==> src/rtl/uart_pkg.sv <==
// Shared UART definitions: data width, default FIFO depth and TX sequencer states.
package uart_pkg;

    localparam int unsigned UART_DATA_W         = 8;
    localparam int unsigned UART_FIFO_DEPTH_DEF = 16;

    typedef enum logic [1:0] {
        StIdle,
        StStart,
        StWaitBusy,
        StWaitDone
    } tx_fifo_state_t;

endpackage

==> src/rtl/uart_tx_fifo_if.sv <==
// Bundle between the UART receiver/transmitter and the TX FIFO sequencer.
// The environment (receiver, transmitter) is the master side; the FIFO block is the slave.
interface uart_tx_fifo_if #(
    parameter int unsigned DEPTH = uart_pkg::UART_FIFO_DEPTH_DEF
);
    import uart_pkg::*;

    localparam int unsigned ADDR_W = $clog2(DEPTH);

    logic [UART_DATA_W-1:0] rx_data;
    logic                   rx_done;
    logic                   tx_busy;
    logic [UART_DATA_W-1:0] tx_data;
    logic                   tx_start;
    logic                   empty;
    logic                   full;
    logic [ADDR_W:0]        count;
    logic                   overflow;
    logic [7:0]             drop_cnt;

    modport master (
        output rx_data, rx_done, tx_busy,
        input  tx_data, tx_start, empty, full, count, overflow, drop_cnt
    );

    modport slave (
        input  rx_data, rx_done, tx_busy,
        output tx_data, tx_start, empty, full, count, overflow, drop_cnt
    );

endinterface

==> src/rtl/uart_tx_fifo_sync_fifo.sv <==
// Circular byte FIFO with wrap-bit pointers; push is refused when full, pop when empty.
module sync_fifo
    import uart_pkg::*;
#(
    parameter int unsigned  DEPTH  = UART_FIFO_DEPTH_DEF,
    localparam int unsigned ADDR_W = $clog2(DEPTH)
) (
    input  logic                   i_clk,
    input  logic                   i_reset,
    input  logic                   i_push,
    input  logic [UART_DATA_W-1:0] i_wdata,
    input  logic                   i_pop,
    output logic [UART_DATA_W-1:0] o_rdata,
    output logic                   o_empty,
    output logic                   o_full,
    output logic [ADDR_W:0]        o_count
);

    logic [UART_DATA_W-1:0] r_mem [DEPTH];
    logic [ADDR_W:0]        r_wr_ptr;
    logic [ADDR_W:0]        r_rd_ptr;
    logic                   w_push_ok;
    logic                   w_pop_ok;

    // Full: same slot, opposite lap. Empty: identical pointers.
    assign o_empty   = (r_wr_ptr == r_rd_ptr);
    assign o_full    = (r_wr_ptr[ADDR_W-1:0] == r_rd_ptr[ADDR_W-1:0]) &&
                       (r_wr_ptr[ADDR_W] != r_rd_ptr[ADDR_W]);
    assign o_count   = r_wr_ptr - r_rd_ptr;
    assign o_rdata   = r_mem[r_rd_ptr[ADDR_W-1:0]];

    // Fullness is judged before any same-cycle pop, so a pop never frees room for a push.
    assign w_push_ok = i_push && !o_full;
    assign w_pop_ok  = i_pop && !o_empty;

    // Storage write; contents are don't-care after reset.
    always_ff @(posedge i_clk) begin
        if (w_push_ok) begin
            r_mem[r_wr_ptr[ADDR_W-1:0]] <= i_wdata;
        end
    end

    // Pointer update; both wrap naturally at 2^(ADDR_W+1).
    always_ff @(posedge i_clk) begin
        if (i_reset) begin
            r_wr_ptr <= '0;
            r_rd_ptr <= '0;
        end else begin
            if (w_push_ok) r_wr_ptr <= r_wr_ptr + 1'b1;
            if (w_pop_ok)  r_rd_ptr <= r_rd_ptr + 1'b1;
        end
    end

endmodule

==> src/rtl/uart_tx_fifo.sv <==
// Buffers received bytes and feeds them to the UART transmitter one frame at a time.
// Optional drop statistics (overflow flag, drop counter) are built when
// UART_TX_FIFO_OVF_STAT_EN is defined; otherwise those outputs are constant 0.
module uart_tx_fifo
    import uart_pkg::*;
#(
    parameter int unsigned DEPTH = UART_FIFO_DEPTH_DEF
) (
    input  logic           i_clk,
    input  logic           i_reset,
    uart_tx_fifo_if.slave  bus
);

    localparam int unsigned ADDR_W = $clog2(DEPTH);

    tx_fifo_state_t         r_state;
    tx_fifo_state_t         w_state_d;
    logic                   w_pop;
    logic [UART_DATA_W-1:0] w_rdata;
    logic                   w_empty;
    logic                   w_full;
    logic [ADDR_W:0]        w_count;
    logic [UART_DATA_W-1:0] r_tx_data;
    logic                   r_tx_start;

    sync_fifo #(
        .DEPTH (DEPTH)
    ) u_fifo (
        .i_clk   (i_clk),
        .i_reset (i_reset),
        .i_push  (bus.rx_done),
        .i_wdata (bus.rx_data),
        .i_pop   (w_pop),
        .o_rdata (w_rdata),
        .o_empty (w_empty),
        .o_full  (w_full),
        .o_count (w_count)
    );

    // Next-state logic; a pop happens only on the Idle->Start transition.
    always_comb begin
        w_state_d = r_state;
        w_pop     = 1'b0;
        unique case (r_state)
            StIdle: begin
                if (!w_empty && !bus.tx_busy) begin
                    w_pop     = 1'b1;
                    w_state_d = StStart;
                end
            end
            StStart:    w_state_d = StWaitBusy;
            StWaitBusy: if (bus.tx_busy)  w_state_d = StWaitDone;
            StWaitDone: if (!bus.tx_busy) w_state_d = StIdle;
            default:    w_state_d = StIdle;
        endcase
    end

    // State register plus registered transmitter outputs; tx_start is high exactly in Start.
    always_ff @(posedge i_clk) begin
        if (i_reset) begin
            r_state    <= StIdle;
            r_tx_start <= 1'b0;
            r_tx_data  <= '0;
        end else begin
            r_state    <= w_state_d;
            r_tx_start <= w_pop;
            if (w_pop) r_tx_data <= w_rdata;
        end
    end

    assign bus.tx_data  = r_tx_data;
    assign bus.tx_start = r_tx_start;
    assign bus.empty    = w_empty;
    assign bus.full     = w_full;
    assign bus.count    = w_count;

`ifdef UART_TX_FIFO_OVF_STAT_EN
    logic       w_drop;
    logic       r_overflow;
    logic [7:0] r_drop_cnt;

    assign w_drop = bus.rx_done && w_full;

    // Sticky overflow flag and saturating count of refused pushes.
    always_ff @(posedge i_clk) begin
        if (i_reset) begin
            r_overflow <= 1'b0;
            r_drop_cnt <= '0;
        end else if (w_drop) begin
            r_overflow <= 1'b1;
            if (r_drop_cnt != 8'hFF) r_drop_cnt <= r_drop_cnt + 8'd1;
        end
    end

    assign bus.overflow = r_overflow;
    assign bus.drop_cnt = r_drop_cnt;
`else
    assign bus.overflow = 1'b0;
    assign bus.drop_cnt = '0;
`endif

endmodule

==> src/flat_wrapper.sv <==
// flat-port wrapper written by rule: the top's interface ports become plain ports
module uart_tx_fifo_flat import uart_pkg::*;
#(
    parameter int unsigned DEPTH = UART_FIFO_DEPTH_DEF
)
  (i_clk, i_reset, bus_rx_data, bus_rx_done, bus_tx_busy, bus_tx_data, bus_tx_start, bus_empty, bus_full, bus_count, bus_overflow, bus_drop_cnt);
  uart_tx_fifo_if #(.DEPTH(DEPTH)) bus_i ();
  input  logic i_clk;
  input  logic i_reset;
  input wire logic [$bits(bus_i.rx_data)-1:0] bus_rx_data;
  input wire logic [$bits(bus_i.rx_done)-1:0] bus_rx_done;
  input wire logic [$bits(bus_i.tx_busy)-1:0] bus_tx_busy;
  output wire logic [$bits(bus_i.tx_data)-1:0] bus_tx_data;
  output wire logic [$bits(bus_i.tx_start)-1:0] bus_tx_start;
  output wire logic [$bits(bus_i.empty)-1:0] bus_empty;
  output wire logic [$bits(bus_i.full)-1:0] bus_full;
  output wire logic [$bits(bus_i.count)-1:0] bus_count;
  output wire logic [$bits(bus_i.overflow)-1:0] bus_overflow;
  output wire logic [$bits(bus_i.drop_cnt)-1:0] bus_drop_cnt;
  assign bus_i.rx_data = bus_rx_data;
  assign bus_i.rx_done = bus_rx_done;
  assign bus_i.tx_busy = bus_tx_busy;
  assign bus_tx_data = bus_i.tx_data;
  assign bus_tx_start = bus_i.tx_start;
  assign bus_empty = bus_i.empty;
  assign bus_full = bus_i.full;
  assign bus_count = bus_i.count;
  assign bus_overflow = bus_i.overflow;
  assign bus_drop_cnt = bus_i.drop_cnt;
  uart_tx_fifo #(.DEPTH(DEPTH)) u_core (.i_clk(i_clk), .i_reset(i_reset), .bus(bus_i));
endmodule
==> config.mk <==
export PLATFORM = sky130hd
export DESIGN_NAME = uart_tx_fifo_flat
export DESIGN_NICKNAME = d
export VERILOG_FILES = /design/src/rtl/uart_pkg.sv /design/src/rtl/uart_tx_fifo_if.sv /design/src/rtl/uart_tx_fifo_sync_fifo.sv /design/src/rtl/uart_tx_fifo.sv /design/src/flat_wrapper.sv
export SDC_FILE = /design/constraint.sdc
export NUM_CORES = 1
export LEC_CHECK = 0
export ABC_AREA = 1
export BUFFER_PORTS_ARGS = -buffer_cell sky130_fd_sc_hd__buf_2
export CAP_MARGIN = 15
export CORE_MARGIN = 3
export CORE_UTILIZATION = 52
export DETAILED_ROUTE_END_ITERATION = 7
export HOLD_SLACK_MARGIN = 0.06
export PLACE_DENSITY_LB_ADDON = 0.05
export SLEW_MARGIN = 20
export SYNTH_ARGS = -nofsm -noshare
export SYNTH_HDL_FRONTEND = slang
export SYNTH_SLANG_ARGS = --single-unit
export TNS_END_PERCENT = 30
==> constraint.sdc <==
create_clock -name i_clk -period 6.25 [get_ports i_clk]
set_input_delay 0.3125 -clock i_clk [delete_from_list [all_inputs] [get_ports i_clk]]
set_output_delay 0.3125 -clock i_clk [all_outputs]
set_load 0.1 [all_outputs]
==> results of run 1 <==
synthesized netlist by cell type:
cell type	instances
a21oi_1	16
a21oi_2	6
buf_1	1
buf_2	12
buf_4	16
buf_6	2
clkbuf_1	6
clkinv_1	2
conb_1	1
dfxtp_1	21
edfxtp_1	128
fa_1	1
ha_1	13
inv_1	74
inv_2	1
mux2i_1	1
nand2_1	247
nand2_2	2
nand3_1	80
nand3_4	1
nor2_1	29
nor3_1	3
o21ai_0	3
xnor2_1	3
xor2_1	7
registers in the layout, indices dropped and copies added (netlist names):
| name | count |
|---|---|
| u_core.bus.tx_data | 8 |
| u_core.bus.tx_start | 1 |
| u_core.r_state | 2 |
| u_core.u_fifo.r_mem | 128 |
| u_core.u_fifo.r_rd_ptr | 5 |
| u_core.u_fifo.r_wr_ptr | 5 |
stage by stage:
stage / setup WS, ps / total power, uW / utilization [%]
2_1_floorplan: 3260 / 1660 / -
5_1_grt: 2120 / 2860 / 60.4
6_report: 2360 / 2750 / 60.4
3_3_place_gp: 2070 / 1780 / 55.6
3_5_place_dp: 1860 / 1780 / 55.6
4_1_cts: 1870 / 2760 / 60.3
worst max path at each step:
stage | end | depth (start not counted)
6_report | u_core.u_fifo.r_mem[12][1]$_DFFE_PP_ | 9
5_1_grt | u_core.u_fifo.r_mem[12][1]$_DFFE_PP_ | 9
4_1_cts | u_core.u_fifo.r_mem[11][4]$_DFFE_PP_ | 7
3_5_place_dp | u_core.u_fifo.r_mem[11][4]$_DFFE_PP_ | 7
3_3_place_gp | u_core.u_fifo.r_mem[6][5]$_DFFE_PP_ | 9
2_1_floorplan | bus_count[4] | 7
critical path: cells and delay by family, from the launching register on:
| kind | cells | cell delay (ps) |
|---|---|---|
| buffers and inverters | 2 | 950 |
| adders and majority gates | 1 | 520 |
| DFF | 1 | 780 |
| and+or+nand+nor | 6 | 1260 |
metal layers:
layer  GRT usage (%)  wire (um)  vias to the layer above
met1            35.4       7500                     2152
met3            4.89       1390                       21
met5               0          0                        -
met2            33.3       7010                      219
met4            8.59        267                        0
li1                -          -                     2207
report_power, final:
group | total (uW) | switching (uW) | internal (uW)
registers | 1130 | 20.9 | 1110
clock network | 980 | 377 | 603
logic | 636 | 512 | 124
cell families after synthesis:
| logic type | count (synthesis) |
|---|---|
| mux | 1 |
| fa+ha+maj | 14 |
| flops | 149 |
| xor+xnor | 10 |
| simple gates | 362 |
| buf+inv | 114 |
| compound gates | 25 |
| other cells | 1 |
cell type report:
class,instances,share of cell area (%)
sequential,149,57.4
timing repair buffer,28,1.92
clock buffer,22,6.25
tap,168,2.83
clock inverter,10,1.41
inverter,77,3.89
multi-input combinational,421,26.3
==> metrics, run 1 <==
run status=complete, no violations; worst hold slack after final layout=228 ps; antenna violations before repair=0; combined flip-flop and latch cell area=4270 sq um; Arr. time, crit path=3950 ps; area enclosed by the die boundary=14,300 sq um; Core Box Area=12,300 sq um; weighted congestion reported at the end of routability-driven placement=0.939; worst-path maximum fanout=36; register-to-register setup slack=2360 ps; Min-Delay Path Depth=2; final layout net count=720; overall global routing resource usage=23.4%; Worst Path Class, Setup=reg -> reg; fin crit period=3890 ps; number of warnings printed during yosys synthesis=0; synthesized instance count=676; latest clock arrival within the worst-skew pair=420 ps; area fraction in compound gates after synthesis=2.21%; total DRC errors in the routed layout=0; number of cells traversed by the worst register-to-register path=9; mean cell area of the mapped netlist=9.90 sq um; sequential share of the synthesized area=63.7%; IO Port Bufs=27; post-detailed-route count of antenna-violating nets=0; Top Ports=37; Starting DRT DRC Count=512; reg-to-reg endpoint=u_core.u_fifo.r_mem[12][1]$_DFFE_PP_; placed instance count=843; CTS sink cnt=149; leakage power summed over all cells=0.00314 uW; Routed WL=16.2 mm; clock tree from TritonCTS=yes; via count of the first global-routing pass=4,234; cell row count=40; pwr/cell area=370 nW/um^2; number of max-cap violations=0; worst-case clock skew=7.79 ps; ordered cell list for the critical path=inv_1, ha_1, nand3_1, nor2_1, nand2_1, nand2_1, inv_1, nand2_1, nor2_1; mapped cell area=6700 sq um; highest clock frequency the design can meet=257 MHz; Inserted Clock Buffers=17; unrepaired setup endpoints after global routing=no; Crit. Startpoint=u_core.u_fifo.r_rd_ptr[1]$_SDFFE_PP0P_; initial core utilization=54.4%; total inserted antenna cells=0; fraction of final layout cells sized beyond drive strength 1=10.0%; Setup-failing EPs final=0; Area after DPL=6850 sq um; leading cell types in the layout, fill and taps excluded=nand2_1, edfxtp_1, nand3_1, inv_1, nor2_1; Required @ worst endpoint=6310 ps; share of synthesized area spent on multiplexers=0.150%; cell type contributing the most total cell area after synthesis=edfxtp_1; largest net degree at the start of global routing=70; xor and xnor area share after synthesis=1.31%; critical path's slowest cell=dfxtp_2; largest stage delay on the critical path=780 ps; startpoint of the most critical hold path=i_reset; Synth cell types=25; endpoint of the worst hold-timing path=u_core.u_fifo.r_wr_ptr[2]$_SDFFE_PP0P_; final instance count without filler cells=875; total of flip-flops plus latches after synthesis=149; wire length per cell after detailed routing=18.5 um; die extent in x=119 um; post-synthesis simple-gate area fraction=22.1%; first-pass GRT wire length=24.5 mm; Slew headroom=27.6%; slew at the pin closest to its max-slew limit=1080 ps; combinational family with the most area after synthesis=simple AND/OR/NAND/NOR gates; number of hold violations in the final report=0; footprint of the multi-input gates=1950 sq um; final instance area=7430 sq um; DR vias/cell=5.26; total count of max-transition violations in the final report=0; clk slew on worst S/H paths=60 ps; area overhead of the layout relative to synthesis=11.0%; overall overflow remaining after global route=0; post-CTS setup buffers=0; maximum VDD drop=0.203 mV; dominant cells by area after synthesis=edfxtp_1, nand2_1, dfxtp_1; Max Buffers Root-to-Sink=2; Post-CTS Hold Buffers=0; root buffer cell=clkbuf_16; H-tree depth=4; cts repair resizes=0; final setup TNS=0 ps; first-pass iteration count of the detailed router=6; fin crit share=62.3%; top-area cell type share of the netlist area=57.4%; reg-to-reg critical path startpoint=u_core.u_fifo.r_rd_ptr[1]$_SDFFE_PP0P_; type of element launching the critical path=flip-flop; arithmetic-cell share of the synthesized area counting full adders, half adders and majority gates=2.73%; critical path capture point type=flip-flop; most common library cell in the layout ignoring fill and taps=nand2_1; detailed placement HPWL=10.6 mm; vias after detailed routing=4,599; Chip Height=119 um; worst hold path class=in -> reg; most frequent CP cell=nand2_1; count of fill cells added during filler insertion=1,064
Note: power is estimated with default switching activity, not from simulation.
==> inputs of run 2 (changes only) <==
--- a/config.mk
+++ b/config.mk
@@ -5,7 +5,7 @@
 export SDC_FILE = /design/constraint.sdc
 export NUM_CORES = 1
 export LEC_CHECK = 0
-export ABC_AREA = 1
+export ABC_AREA = 0
 export BUFFER_PORTS_ARGS = -buffer_cell sky130_fd_sc_hd__buf_2
 export CAP_MARGIN = 15
 export CORE_MARGIN = 3
==> constraint.sdc (replaced) <==
create_clock -name i_clk -period 4.1 [get_ports i_clk]
set_input_delay 0.205 -clock i_clk [delete_from_list [all_inputs] [get_ports i_clk]]
set_output_delay 0.205 -clock i_clk [all_outputs]
set_load 0.1 [all_outputs]
==> metrics, run 2 <==
run status=complete, no violations; die extent in x=115 um (-3.9%); critical path's slowest cell=fa_1; wire length per cell after detailed routing=22.8 um (+24%); Arr. time, crit path=2510 ps (-1440 ps); Top Ports=37 (unchanged); type of element launching the critical path=flip-flop; share of synthesized flip-flops with an asynchronous set or reset=0% (unchanged); Max Buffers Root-to-Sink=2 (unchanged); detailed placement HPWL=8.61 mm (-19%); dominant cells by area after synthesis=edfxtp_1, dfxtp_1, mux2i_1; Slew headroom=42.2% (+15 points); logic gate share of total power=21.2% (-1.9 points); number of max-cap violations=0 (unchanged); cts repair resizes=0 (unchanged); relative contribution of the clock network to total power=39.3% (+3.7 points); latest clock arrival within the worst-skew pair=420 ps (about the same); worst-case clock skew=9.73 ps (+1.95 ps); H-tree depth=4 (unchanged); final setup TNS=0 ps (unchanged); internal portion of total power=3080 uW (+67%); mapped cell area=6160 sq um (-8.0%); startpoint of the most critical hold path=bus_tx_busy; Synth cell types=42 (+68%); area enclosed by the die boundary=13,200 sq um (-7.6%); most frequent CP cell=inv_1; cell type contributing the most total cell area after synthesis=edfxtp_1; dominant register cell in the synthesized netlist=edfxtp_1; power dissipated by switching net loads=1310 uW (+44%); number of hold violations in the final report=0 (unchanged); Area after DPL=6460 sq um (-5.7%); fraction of final layout cells sized beyond drive strength 1=21.4% (+11 points); Crit. Startpoint=u_core.u_fifo.r_wr_ptr[0]$_SDFFE_PP0P_; cell row count=39 (-2.5%); clk slew on worst S/H paths=60 ps (about the same); sequential share of the synthesized area=69.3% (+5.6 points); total DRC errors in the routed layout=0 (unchanged); largest net degree at the start of global routing=39 (-44%); Worst Path Class, Setup=reg -> out; Core Box Area=11,500 sq um (-6.5%); number of warnings printed during yosys synthesis=0 (unchanged); clock tree from TritonCTS=yes; top-count cell post-synth=edfxtp_1; total of flip-flops plus latches after synthesis=149 (unchanged); antenna violations before repair=0 (unchanged); slew at the pin closest to its max-slew limit=865 ps (-219 ps); weighted congestion reported at the end of routability-driven placement=0.840 (-11%); leading cell types in the layout, fill and taps excluded=edfxtp_1, mux2i_1, buf_2, nor2_1, dfxtp_1; top-area cell type share of the netlist area=62.4% (+5.0 points); EDFF count, synth=128 (unchanged); IO Port Bufs=27 (unchanged); worst-path maximum fanout=4 (-89%); overall overflow remaining after global route=0 (unchanged); root buffer cell=clkbuf_16; fin crit share=66.1%; Chip Height=115 um (-3.9%); post-CTS setup buffers=0 (unchanged); unrepaired setup endpoints after global routing=no; Setup-failing EPs final=0 (unchanged); worst hold slack after final layout=183 ps (-45.1 ps); mean cell area of the mapped netlist=16.3 sq um (+65%); total count of max-transition violations in the final report=0 (unchanged); Starting DRT DRC Count=332 (-35%); final layout net count=443 (-38%); worst hold path class=in -> reg; Commonest cells post-synth=edfxtp_1, mux2i_1, nor2_1, dfxtp_1, o22ai_1; first-pass GRT wire length=20.0 mm (-18%); area overhead of the layout relative to synthesis=15.7%; leakage power summed over all cells=0.00238 uW (-24%); fraction of power spent switching nets=29.8% (-3.2 points); first-pass iteration count of the detailed router=5 (-1); Post-CTS Hold Buffers=0 (unchanged); Required @ worst endpoint=3890 ps (-2420 ps); maximum VDD drop=0.376 mV (+85%); via count of the first global-routing pass=3,289 (-22%); share of total power in sequential cells=39.5% (-1.7 points); total inserted antenna cells=0 (unchanged); synthesized instance count=377 (-44%); post-detailed-route count of antenna-violating nets=0 (unchanged); highest clock frequency the design can meet=369 MHz; critical path capture point type=output port; pwr/cell area=617 nW/um^2 (+67%); max FFs per register=128 (unchanged); vias after detailed routing=3,325 (-28%); most common library cell in the layout ignoring fill and taps=edfxtp_1; overall global routing resource usage=21.5% (-1.9 points); Routed WL=13.1 mm (-19%); largest stage delay on the critical path=450 ps (-330 ps); Inserted Clock Buffers=17 (unchanged); reg-to-reg critical path startpoint=u_core.u_fifo.r_rd_ptr[2]$_SDFFE_PP0P_; CTS sink cnt=149 (unchanged); initial core utilization=53.5% (-0.91 points); final instance area=7120 sq um (-4.2%); DR vias/cell=5.80 (+10%); ordered cell list for the critical path=inv_1, ha_1, inv_1, fa_1, a21o_1, a21oi_1, xnor2_1, buf_2; fin crit period=2710 ps
[run 2: path summary, 6_finish.rpt]
check	endpoint	slack, ps	cells past startpoint
worst max-delay path	bus_count[4]	1390	8
worst min-delay path	u_core.bus.tx_start$_SDFF_PP0_	180	3
worst max register to register	u_core.u_fifo.r_mem[1][3]$_DFFE_PP_	1410	6
worst min register to register	u_core.bus.tx_data[5]$_SDFFE_PP0P_	490	2
[run 2: stage by stage]
step	power (uW)	util [%]	setup WS [ps]	std cells
after global placement	2690	56.1	1510	541
after detailed placement	2700	56.1	1410	541
final	4390	61.8	1390	573
after CTS	4420	61.8	1360	573
after floorplan	2530	-	1080	385
after global routing	4540	61.8	1230	573
[run 2: routing by layer]
| metal | GRT usage, % | vias to the layer above | wire (um) | share of wire (%) |
|---|---|---|---|---|
| li1 | - | 1544 | - | - |
| met1 | 29.9 | 1639 | 5780 | 44 |
| met2 | 33.0 | 129 | 6290 | 48 |
| met3 | 5.53 | 13 | 788 | 6.0 |
| met4 | 8.45 | 0 | 212 | 1.6 |
| met5 | 0 | - | 0 | 0 |
[run 2: cell families after synthesis]
kind of cell	synth area share [%]
DFF	69.3
xor gates and xnor gates	1.56
and+or+nand+nor	5.51
adders and majority gates	2.97
muxes	11.6
buffers and inverters	3.21
AOI/OAI and AO/OA	5.81
other	0.0609
[run 2: area by class of cell]
cell class | count | area [sq um]
Fill cell | 871 | 4390
Multi-Input combinational cell | 199 | 1750
Inverter | 11 | 41.3
Tap cell | 143 | 179
Sequential cell | 149 | 4270
Clock buffer | 18 | 429
Timing Repair Buffer | 39 | 225
Clock inverter | 14 | 231
[run 2: worst max-delay path, delay by kind of cell, from the launching register on]
family                   cells  cell delay [ps]
AO/OA/AOI/OAI                2              340
XOR/XNOR                     1              130
adder cells (fa/ha/maj)      2              620
buffers and inverters        3              650
flip-flops                   1              340
[run 2: power by group through the flow]
stage               combinational (uW)  sequential, uW  clock [uW]
finish                             931            1730        1730
detailed placement                 932            1760           0
floorplan                          586            1940           0
global route                       988            1740        1810
global placement                   928            1760           0
CTS                                935            1730        1750
==> inputs of run 3 (changes only) <==
==> constraint.sdc (replaced) <==
create_clock -name i_clk -period 2.8 [get_ports i_clk]
set_input_delay 0.14 -clock i_clk [delete_from_list [all_inputs] [get_ports i_clk]]
set_output_delay 0.14 -clock i_clk [all_outputs]
set_load 0.1 [all_outputs]
==> metrics, run 3 (same netlist as run 2, synthesis figures left out) <==
type of element launching the critical path=flip-flop; Final Total Pwr=6180 uW (+41%); final layout net count=447 (+0.90%); area overhead of the layout relative to synthesis=16.0%; final instance area=7140 sq um (+0.28%); clock tree from TritonCTS=yes; unrepaired setup endpoints after global routing=no; Post-CTS Hold Buffers=0 (unchanged); die extent in x=115 um (unchanged); area enclosed by the die boundary=13,200 sq um (unchanged); post-detailed-route count of antenna-violating nets=0 (unchanged); leakage power summed over all cells=0.00239 uW (+0.25%); final instance count without filler cells=577 (+0.70%); met1 routed wirelength after detailed routing=5.72 mm (-1.1%); wire length on met2=6.42 mm (+1.9%); total count of max-transition violations in the final report=0 (unchanged); post-CTS setup buffers=0 (unchanged); run status=complete, no violations; Starting DRT DRC Count=279 (-16%); overall overflow remaining after global route=0 (unchanged); number of hold violations in the final report=0 (unchanged); Area after DPL=6580 sq um (+1.8%); fin crit share=91.5%; wire length per cell after detailed routing=22.7 um (-0.53%); ordered cell list for the critical path=inv_1, ha_1, inv_1, fa_1, a21o_1, a21oi_1, xnor2_1, buf_12; Required @ worst endpoint=2660 ps (-1230 ps); most frequent CP cell=inv_1; critical path capture point type=output port; cts repair resizes=0 (unchanged); maximum VDD drop=0.659 mV (+75%); number of max-cap violations=0 (unchanged); Worst Path Class, Setup=reg -> out; DR vias/cell=5.77 (-0.54%); Core Box Area=11,500 sq um (unchanged); Critical path buffers and inverters=3 (unchanged); most common library cell in the layout ignoring fill and taps=edfxtp_1; pwr/cell area=866 nW/um^2 (+40%); critical path's slowest cell=fa_1; cell row count=39 (unchanged); antenna violations before repair=0 (unchanged); via count of the first global-routing pass=3,374 (+2.6%); Arr. time, crit path=2420 ps (-90 ps); detailed placement HPWL=8.99 mm (+4.4%); first-pass GRT wire length=20.2 mm (+0.97%); largest stage delay on the critical path=470 ps (+20 ps); Top Ports=37 (unchanged); H-tree depth=4 (unchanged); Inserted Clock Buffers=17 (unchanged); vias after detailed routing=3,330 (+0.15%); largest net degree at the start of global routing=33 (-15%); worst hold path class=in -> reg; initial core utilization=53.5% (unchanged); CTS sink cnt=149 (unchanged); Setup-failing EPs final=0 (unchanged); first-pass iteration count of the detailed router=4 (-1); IO Port Bufs=27 (unchanged); total DRC errors in the routed layout=0 (unchanged); Slew headroom=63.8% (+22 points); max FFs per register=128 (unchanged); highest signal layer in the routed design=met4; total inserted antenna cells=0 (unchanged); Routed WL=13.1 mm (+0.16%); root buffer cell=clkbuf_16; leading cell types in the layout, fill and taps excluded=edfxtp_1, mux2i_1, nor2_1, buf_2, dfxtp_1; weighted congestion reported at the end of routability-driven placement=0.806 (-4.0%); fraction of final layout cells sized beyond drive strength 1=22.8% (+1.4 points); sum of met3 wire segment lengths after detailed routing=635 um (-19%); highest clock frequency the design can meet=390 MHz; count of fill cells added during filler insertion=848 (-2.6%); fin crit period=2560 ps; clk slew on worst S/H paths=60 ps (about the same); cell family contributing the most delay on the critical path=adder cells; worst-path maximum fanout=4 (unchanged); worst-case clock skew=6.29 ps (-3.44 ps); slew at the pin closest to its max-slew limit=544 ps (-322 ps); Max Buffers Root-to-Sink=2 (unchanged); latest clock arrival within the worst-skew pair=420 ps (about the same); placed instance count=545 (+0.74%); overall global routing resource usage=21.6% (+0.13 points); Chip Height=115 um (unchanged); utilization after layout=62.0% (+0.17 points)
run 3: power by group:
part	internal [uW]	switching, uW
sequential	2490	47.0
combinational	450	1020
clock	1300	875
total	4240	1940
run 3: area by class of cell:
class / count / area [sq um] / area share [%]
sequential: 149 / 4270 / 59.7
timing repair buffer: 43 / 330 / 4.63
inverter: 11 / 41.3 / 0.578
clock inverter: 15 / 139 / 1.94
multi-input combinational: 199 / 1760 / 24.7
tap: 143 / 179 / 2.51
clock buffer: 17 / 425 / 5.96
run 3: through the flow:
stage / setup TNS, ps / worst slack (ps) / hold slack (ps)
final: 0 / 238 / 102
after global placement: 0 / 472 / 489
after detailed placement: 0 / 394 / 497
after floorplan: -75.1 / -75.1 / 239
after global routing: 0 / 87.2 / 138
after CTS: 0 / 215 / 87.7
run 3: worst paths after layout:
kind | startpoint | endpoint | slack, ps | cells after the start
worst min-delay path | bus_tx_busy | u_core.u_fifo.r_rd_ptr[4]$_SDFFE_PP0P_ | 100 | 4
worst max-delay path | u_core.u_fifo.r_wr_ptr[0]$_SDFFE_PP0P_ | bus_count[4] | 240 | 8
worst min register to register | u_core.bus.tx_data[2]$_SDFFE_PP0P_ | u_core.bus.tx_data[2]$_SDFFE_PP0P_ | 500 | 2
worst max register to register | u_core.u_fifo.r_rd_ptr[3]$_SDFFE_PP0P_ | u_core.u_fifo.r_mem[5][4]$_DFFE_PP_ | 340 | 7
run 3: routing by layer:
metal	vias up	global-route usage, %
met3	24	4.95
met2	74	34.4
met1	1677	29.0
li1	1555	-
met4	0	9.15
met5	-	0
run 3: worst min-delay path: stages:
cell	delay [ps]
buf_2	120
a211oi_1	60
xnor2_1	130
nor2_1	40
